## src/rtl/pc_fetch_pkg.sv

```systemverilog
// Shared constants and helpers for the instruction-fetch stage.
package pc_fetch_pkg;

    localparam int           InstAddrBus = 32;
    localparam int           InstBus     = 32;
    localparam logic [31:0]  ZeroWord    = 32'h0000_0000;
    localparam logic         Stop        = 1'b1;
    localparam logic [6:0]   OpJal       = 7'b1101111;
    localparam logic [6:0]   OpBranch    = 7'b1100011;
    localparam logic [1:0]   BhtInit     = 2'b01;

    // Sign-extended J-type immediate.
    function automatic logic [31:0] j_imm(input logic [31:0] inst);
        return {{11{inst[31]}}, inst[31], inst[19:12], inst[20], inst[30:21], 1'b0};
    endfunction

    // Sign-extended B-type immediate.
    function automatic logic [31:0] b_imm(input logic [31:0] inst);
        return {{19{inst[31]}}, inst[31], inst[7], inst[30:25], inst[11:8], 1'b0};
    endfunction

    // Saturating 2-bit counter step.
    function automatic logic [1:0] bht_next(input logic [1:0] ctr, input logic taken);
        logic [1:0] nxt;
        if (taken) begin
            nxt = (ctr == 2'b11) ? 2'b11 : ctr + 2'b01;
        end else begin
            nxt = (ctr == 2'b00) ? 2'b00 : ctr - 2'b01;
        end
        return nxt;
    endfunction

endpackage

```

## src/rtl/pc_fetch_bht.sv

```systemverilog
// Bimodal branch history table: combinational read, synchronous saturating update.
module pc_fetch_bht
    import pc_fetch_pkg::*;
#(
    parameter int IDX_W = 6
) (
    input  logic             clk,
    input  logic             rst,
    input  logic [IDX_W-1:0] rd_idx,
    output logic [1:0]       rd_ctr,
    input  logic             upd_valid,
    input  logic [IDX_W-1:0] upd_idx,
    input  logic             upd_taken
);

    localparam int DEPTH = 2 ** IDX_W;

    logic [1:0] ctr_r [DEPTH];

    // Read port returns the stored value, so a same-cycle update is not visible yet.
    assign rd_ctr = ctr_r[rd_idx];

    // Counter array update with asynchronous clear to weakly not-taken.
    always_ff @(posedge clk or negedge rst) begin
        if (!rst) begin
            for (int i = 0; i < DEPTH; i++) begin
                ctr_r[i] <= BhtInit;
            end
        end else if (upd_valid) begin
            ctr_r[upd_idx] <= bht_next(ctr_r[upd_idx], upd_taken);
        end
    end

endmodule

```

## src/rtl/pc_fetch.sv

```systemverilog
// Instruction fetch: PC register, pre-decode of JAL/branches and next-PC selection.
module pc_fetch
    import pc_fetch_pkg::*;
#(
    parameter logic [31:0] RESET_PC  = 32'h0000_0000,
    parameter int          BHT_IDX_W = 6
) (
    input  logic                   clk,
    input  logic                   rst,
    input  logic [5:0]             stall,
    input  logic                   flush,
    input  logic [InstAddrBus-1:0] flush_pc,
    input  logic                   bht_upd_valid,
    input  logic [InstAddrBus-1:0] bht_upd_pc,
    input  logic                   bht_upd_taken,
    output logic                   imem_ce,
    output logic [InstAddrBus-1:0] imem_addr,
    input  logic [InstBus-1:0]     imem_rdata,
    output logic [InstAddrBus-1:0] if_pc,
    output logic [InstBus-1:0]     if_inst,
    output logic                   if_prdt_taken
);

    logic                   ce_r;
    logic [InstAddrBus-1:0] pc_r;
    logic [InstAddrBus-1:0] pc_next_s;
    logic [InstAddrBus-1:0] target_s;
    logic                   taken_s;
    logic [1:0]             bht_ctr_s;
    logic                   unused_s;

    assign unused_s = ^{stall[5:1], bht_upd_pc[InstAddrBus-1:BHT_IDX_W+2], bht_upd_pc[1:0]};

    pc_fetch_bht #(
        .IDX_W     (BHT_IDX_W)
    ) u_bht (
        .clk       (clk),
        .rst       (rst),
        .rd_idx    (pc_r[BHT_IDX_W+1:2]),
        .rd_ctr    (bht_ctr_s),
        .upd_valid (bht_upd_valid),
        .upd_idx   (bht_upd_pc[BHT_IDX_W+1:2]),
        .upd_taken (bht_upd_taken)
    );

    // Pre-decode the returned word into a prediction and its target.
    always_comb begin
        taken_s  = 1'b0;
        target_s = pc_r + 32'd4;
        case (imem_rdata[6:0])
            OpJal: begin
                taken_s  = 1'b1;
                target_s = pc_r + j_imm(imem_rdata);
            end
            OpBranch: begin
                taken_s  = bht_ctr_s[1];
                target_s = pc_r + b_imm(imem_rdata);
            end
            default: begin
                taken_s  = 1'b0;
                target_s = pc_r + 32'd4;
            end
        endcase
    end

    // Next-PC priority: redirect, then stall, then prediction, then sequential.
    always_comb begin
        pc_next_s = pc_r + 32'd4;
        if (flush) begin
            pc_next_s = flush_pc;
        end else if (stall[0] == Stop) begin
            pc_next_s = pc_r;
        end else if (taken_s) begin
            pc_next_s = target_s;
        end else begin
            pc_next_s = pc_r + 32'd4;
        end
    end

    // PC and fetch-enable registers; PC stays at RESET_PC until fetch is enabled.
    always_ff @(posedge clk or negedge rst) begin
        if (!rst) begin
            ce_r <= 1'b0;
            pc_r <= RESET_PC;
        end else begin
            ce_r <= 1'b1;
            if (ce_r) begin
                pc_r <= pc_next_s;
            end else begin
                pc_r <= RESET_PC;
            end
        end
    end

    assign imem_ce       = ce_r;
    assign imem_addr     = pc_r;
    assign if_pc         = pc_r;
    assign if_inst       = ce_r ? imem_rdata : ZeroWord;
    assign if_prdt_taken = ce_r & taken_s;

endmodule

```

## config.mk

```make
export PLATFORM = sky130hd
export DESIGN_NAME = pc_fetch
export DESIGN_NICKNAME = d
export VERILOG_FILES = /design/src/rtl/pc_fetch_pkg.sv /design/src/rtl/pc_fetch_bht.sv /design/src/rtl/pc_fetch.sv
export SDC_FILE = /design/constraint.sdc
export NUM_CORES = 1
export LEC_CHECK = 0
export ABC_AREA = 1
export CORE_MARGIN = 4
export CORE_UTILIZATION = 57
export CTS_BUF_LIST = sky130_fd_sc_hd__clkbuf_8
export DETAILED_ROUTE_END_ITERATION = 6
export GPL_TIMING_DRIVEN = 0
export PLACE_DENSITY = 0.85
export SLEW_MARGIN = 40
export SYNTH_ARGS = -nofsm -noshare
export SYNTH_HDL_FRONTEND = slang
export SYNTH_SLANG_ARGS = --single-unit
```

## constraint.sdc

```tcl
create_clock -name clk -period 3 [get_ports clk]
set_input_delay 0.3 -clock clk [delete_from_list [all_inputs] [get_ports clk]]
set_output_delay 0.3 -clock clk [all_outputs]
set_load 0.01 [all_outputs]
```

==> results.toml, run 1 <==
[global_route]
grt_max_degree = 70
grt_pass1_vias = 13700
antenna_found_initial = 1
grt-ovfl-total = 0
grt_pass1_wl_mm = 74.2
grt_usage_pct = 38.5

[drt]
wirelength_mm = 49.6
wire_per_inst_um = 19.1
final_antenna_net_count = 0
drtIter0Drc = 1489
drt-pass1-iter-count = 6
vias_per_cell = 5.68
num_vias = 14700
drcViolationCount = 0

[logic_synthesis]
yosysUniqueCellTypes = 41
postSynthCellCount = 2073
synth_area_leaders = "nand2_1, dfrtp_1, dfstp_2"
synth_xor_xnor_area_share_pct = 2.94
synth_simple_gate_area_share_pct = 41.2
synth-compound-area-share_pct = 6.68
ys_warn_count = 0
synth_mux_area_share_pct = 0
syn_area_um2 = 12800
synth_top_family_by_area = "simple AND/OR/NAND/NOR gates"
synthFlopType = "dfrtp_1"
ys_seq_area_share_pct = 32.1
syn-num-nets = 2215
postSynthAreaPerCell_um2 = 6.18
synth_top_area_share_pct = 23.8
synth_edf_count = 0
synth-seq-cells = 161
async_flop_share_pct = 100
yosys.area_share.adder_pct = 3.48
synth_top_area_cell = "nand2_1"

[critical_path]
cpMaxStageDelayCell = "dfrtp_1"
worstSetupPathType = "reg -> out"
slowest_delay_ps = 470
crit_path_start_kind = "register"
reg2regPathDepth = 13
critPathTopFamily = "simple AND/OR/NAND/NOR gates"
reg2reg_from = "if_pc[4]$_DFFE_PN0P_"
crit_path_end_kind = "primary output"
cp.required_ps = 2700
path_cells = "buf_6 -> nand2_2 -> inv_1 -> nand2_1 -> nand2_1 -> nor2_1 -> nand2_1 -> nand3_2 -> nand3_4 -> nand2_4 -> buf_8 -> nor2_1 -> clkdlybuf4s15_2"
cp_common_cell = "nand2_1"
reg2reg_to = "if_pc[11]$_DFFE_PN0P_"
cp_max_fo = 10
crit_buf_inv = 4
reg2reg_slack_ps = 200
critPathArrivalTime_ps = 2640

[sta]
drv_slew = 0
achievable-frequency_mhz = 340
slew_headroom_pct = 50.0
worst_pin_slew_ps = 743
hold_viol_final = 0
skew_ps = 27.3
setup_tns_ps = 0
finalSetupViolations = 0
min_period_over_period_pct = 98.1
period_minus_slack_ps = 2940

[power_and_ir_drop]
pwr-share-comb_pct = 32.1
switching_share_pct = 38.0
power.net_switching_uw = 2450
power_uw = 6440
p_int_uw = 4000
seqPwrFrac_pct = 40.7
power.density_nw_per_um2 = 394
clkPwrFrac_pct = 27.2
power.static_leakage_uw = 0.00819
ir_drop_uv = 306

[layout]
drive_gt1_share_pct = 15.2
nFillCells = 1801
layout_common_cells = "nand2_1, inv_1, nor2_1"
final_core_util_pct = 74.4
multi_input_area_um2 = 7600
syn_to_final_growth_pct = 27.5
seq_area_um2 = 4110
layout.nets = 2439
final_common_cell = "nand2_1"

[die]
pin_count = 205
die_x_um = 158
initial_utilization_pct = 58.4
num_rows = 54
die_area_um2 = 24900
die-height_um = 158
coreArea_um2 = 22000

[placed_design]
hpwl_mm = 36.9
numPortBuffers = 170
finalWeightedCongestion = 0.989

[clock_tree]
clockBufferDepth = 2
htree_levels = 4
numCtsBuffers = 17
root_buffer = "clkbuf_8"
cts_tree = "built"
clk_pin_slew_ps = 110
clock_sinks = 161
clkLatencyLatePin_ps = 490

[worst_hold_path]
hold_class = "in -> async"

[status]
status = "completed"

[run]
drv_cap = 0
## flip-flops by register name, summed over array words and instances (netlist names)
| register | cells |
|---|---|
| if_pc | 32 |
| imem_ce | 1 |
| u_bht.ctr_r | 128 |
## per-stage QoR
step | hold slack, ps | setup WS, ps | cells | instance area, µm²
3_5_place_dp | 222 | -1090 | 2525 | 14900
3_3_place_gp | 454 | -4770 | 2523 | 14900
5_1_grt | 318 | -37.8 | 2590 | 16300
6_report | 304 | 58.0 | 2591 | 16300
4_1_cts | 304 | -33.5 | 2569 | 15700
2_1_floorplan | 4.41 | 220 | 2073 | 12800
## final cells by class
cell class                 instances  area share (%)
inverter                         307            7.14
tap                              280            2.14
antenna                            1          0.0153
sequential                       161            25.2
buffer                            91            3.97
multi-input combinational       1513            46.5
clock buffer                      18            1.52
clock inverter                    14            1.02
timing repair buffer             206            12.5
## power by group through the flow
stage	logic [µW]	clock network [µW]	registers, µW
2_1_floorplan	1060	0	2590
3_3_place_gp	1740	0	2640
3_5_place_dp	1780	0	2650
4_1_cts	1870	1740	2610
5_1_grt	2230	1830	2640
6_report	2070	1750	2620
## metal layers
layer,vias up,part of all wire (%),track usage (%)
met5,-,0,0
met4,0,8.7,27.6
met3,267,9.8,7.63
met2,901,45,63.6
met1,6714,36,44.7
li1,6836,-,-
## worst max-delay path by stage
stage                    startpoint               endpoint  slack, ps  cells after the start
2_1_floorplan         imem_rdata[6]  if_pc[29]$_DFFE_PN0P_        220                     24
3_3_place_gp                    rst  if_pc[18]$_DFFE_PN0P_      -4770                      1
3_5_place_dp          imem_rdata[6]  if_pc[29]$_DFFE_PN0P_      -1090                     25
4_1_cts               imem_rdata[6]  if_pc[17]$_DFFE_PN0P_        -30                     19
5_1_grt               imem_rdata[4]  if_pc[21]$_DFFE_PN0P_        -40                     21
6_report       if_pc[4]$_DFFE_PN0P_          if_prdt_taken         60                     13
## Yosys cell counts (all sizes together) (4+ instances only)
master and count:
nand2 815, inv 304, nor2 217, nand3 165, dfrtp 97, buf 70
dfstp 64, a21oi 61, o21ai 48, nor3 38, ha 34, nand4 31
xor2 26, clkbuf 22, xnor2 17, o22ai 16, o21bai 7, a21o 6
a22oi 6, nand3b 6, o211ai 6, nor4 4
## kinds of logic after synthesis
family	after synthesis
AO/OA/AOI/OAI	153
XOR/XNOR	43
adder cells (fa/ha/maj)	35
buffers and inverters	399
flip-flops	161
other	1
AND/OR/NAND/NOR	1281
## what timing repair did
| action | CTS | global route |
|---|---|---|
| setup buffers | 12 | 21 |
| hold buffers | 1 | 0 |
| gates resized for setup | 78 | 122 |
| setup endpoints to repair | 24 | 21 |
| endpoints found under the hold margin | 32 | 0 |
| pin swaps | 15 | 57 |
(Power assumes the default switching activity.)
==> run 2, diff against run 1 <==
--- a/config.mk
+++ b/config.mk
@@ -8,9 +8,9 @@
 export ABC_AREA = 1
 export CORE_MARGIN = 4
 export CORE_UTILIZATION = 57
-export CTS_BUF_LIST = sky130_fd_sc_hd__clkbuf_8
+export CTS_BUF_LIST = sky130_fd_sc_hd__clkbuf_4
 export DETAILED_ROUTE_END_ITERATION = 6
-export GPL_TIMING_DRIVEN = 0
+export GPL_TIMING_DRIVEN = 1
 export PLACE_DENSITY = 0.85
 export SLEW_MARGIN = 40
 export SYNTH_ARGS = -nofsm -noshare
==> run 2 against run 1 <==
Compared with the run above:
- count of clock-buffer cells in the layout decreased by 1
- cell area decreased by 4.1%
- die area unchanged
- fmax increased by 3.2%
- largest cell class unchanged
- routed wire length decreased by 5.0%
- total power decreased by 6.1%
- clock skew increased by 1.2 ps
- global-route usage decreased by 1.2 points
- sequential share of layout area increased by 1.1 points
==> results.toml, run 2 (same netlist as run 1, synthesis figures left out) <==
[layout]
largest-register = "u_bht.ctr_r"
drive_gt1_share_pct = 10.9
largest_reg_flops = 128
layout_common_cells = "nand2_1, inv_1, nor2_1"
final_common_cell = "nand2_1"
final_core_util_pct = 71.4
nFillCells = 1888
syn_to_final_growth_pct = 22.3
finalInstanceArea_um2 = 15700
layout.nets = 2417
final_cells = 2569

[placed_design]
hpwl_mm = 34.7
dp_cells = 2531
numPortBuffers = 173
finalWeightedCongestion = 1.04
placed_area_um2 = 15200

[die]
pin_count = 205
die-height_um = 158
die_x_um = 158
initial_utilization_pct = 58.4
die_area_um2 = 24900
coreArea_um2 = 22000
num_rows = 54

[drt]
drt-pass1-iter-count = 5
wirelength_mm = 47.1
drcViolationCount = 0
final_antenna_net_count = 0
vias_per_cell = 5.64
drtIter0Drc = 1645
num_vias = 14500
wire_per_inst_um = 18.3

[sta]
hold_viol_final = 0
worst_pin_slew_ps = 701
finalSetupViolations = 0
slew_headroom_pct = 53.3
skew_ps = 28.5
achievable-frequency_mhz = 351
rsz0062_at_grt = "true"
drv_slew = 0
period_minus_slack_ps = 2850
hold_ws_ps = 238
min_period_over_period_pct = 95.0

[global_route]
grt_busiest_layer = "met2"
grt.met1_usage_pct = 45.3
grt_pass1_vias = 14000
grt_util_met2_pct = 61.9
grt_max_degree = 86
use_met3_pct = 7.52
grt-ovfl-total = 0
antenna_found_initial = 1
grt_usage_pct = 37.3
grt_pass1_wl_mm = 73.1

[clock_tree]
htree_levels = 4
clockBufferDepth = 2
root_buffer = "clkbuf_4"
clk_pin_slew_ps = 180
numCtsBuffers = 17
clkLatencyLatePin_ps = 620
cts_tree = "built"
clock_sinks = 161

[critical_path]
worstSetupPathType = "in -> reg"
cpMaxStageDelayCell = "clkdlybuf4s50_1"
crit_path_start_kind = "primary input"
cp_common_cell = "nand2_1"
critPathArrivalTime_ps = 3360
path_cells = "clkdlybuf4s50_1 -> nand2_1 -> nor2_2 -> and3_4 -> inv_1 -> or2_2 -> o21ai_0 -> inv_1 -> ha_1 -> a21o_1 -> a21oi_2 -> inv_1 -> nor2_1 -> nand2_1 -> or2_2 -> nand4_1 -> nand3_1 -> nand2_1 -> nand2_1"
slowest_delay_ps = 480
cp_max_fo = 8
cp.required_ps = 3510
crit_path_end_kind = "register"

[power_and_ir_drop]
power_uw = 6050
power.density_nw_per_um2 = 386
power.static_leakage_uw = 0.00795
ir_drop_uv = 310

[worst_hold_path]
hold_class = "in -> reg"

[status]
status = "completed"

[run]
drv_cap = 0
==> run 2: report_power, final <==
| group | total, µW | internal (µW) | switching (µW) |
|---|---|---|---|
| clock | 1510 | 484 | 1030 |
| combinational | 1940 | 801 | 1140 |
| sequential | 2600 | 2430 | 169 |
| total | 6050 | 3710 | 2340 |
==> run 2: area by class of cell <==
cell class / instances / area [µm²] / share of cell area (%)
multi-input combinational: 1513 / 7040 / 44.9
sequential: 161 / 4110 / 26.2
timing repair buffer: 275 / 2670 / 17.0
inverter: 307 / 1160 / 7.41
tap: 280 / 350 / 2.23
clock inverter: 15 / 213 / 1.36
clock buffer: 17 / 128 / 0.814
antenna: 1 / 2.50 / 0.0160
==> run 2: final timing paths <==
| path | slack [ps] | from | endpoint | cells past startpoint |
|---|---|---|---|---|
| max in group asynchronous | 1920 | rst | u_bht.ctr_r[46]$_DFFE_PN1P_ | 3 |
| max | 150 | imem_rdata[5] | if_pc[16]$_DFFE_PN0P_ | 19 |
| max reg2reg | 300 | if_pc[3]$_DFFE_PN0P_ | if_pc[16]$_DFFE_PN0P_ | 15 |
| min reg2reg | 480 | u_bht.ctr_r[22]$_DFFE_PN1P_ | u_bht.ctr_r[22]$_DFFE_PN1P_ | 2 |
| min | 240 | flush_pc[0] | if_pc[0]$_DFFE_PN0P_ | 3 |
| min in group asynchronous | 260 | rst | u_bht.ctr_r[87]$_DFFE_PN0P_ | 2 |
==> run 2: timing repair <==
item                                    CTS  global route
endpoints found under the setup margin    1            18
pin swaps                                 1             1
endpoints found under the hold margin    43             0
hold buffers                              1             0
cloned                                    1             0
buffers inserted                          2             1
gates resized for setup                   6            23
==> run 2: stage by stage <==
step	setup slack [ps]	setup TNS (ps)
final	149	0
after CTS	28.8	0
after floorplan	220	0
after global routing	-40.1	-40.1
after detailed placement	-460	-8250
after global placement	-488	-8030
==> run 2: worst max-delay path: cells and delay by family <==
family | cells | cell delay [ps]
AOI/OAI and AO/OA | 3 | 500
adders and majority gates | 1 | 320
buffers and inverters | 4 | 700
and+or+nand+nor | 11 | 1560
==> run 2: layer usage <==
layer  routed length [µm]  up-vias
met2                21800      866
met3                 4750      222
met5                    0        -
li1                     -     6797
met4                 2950        0
met1                17600     6612
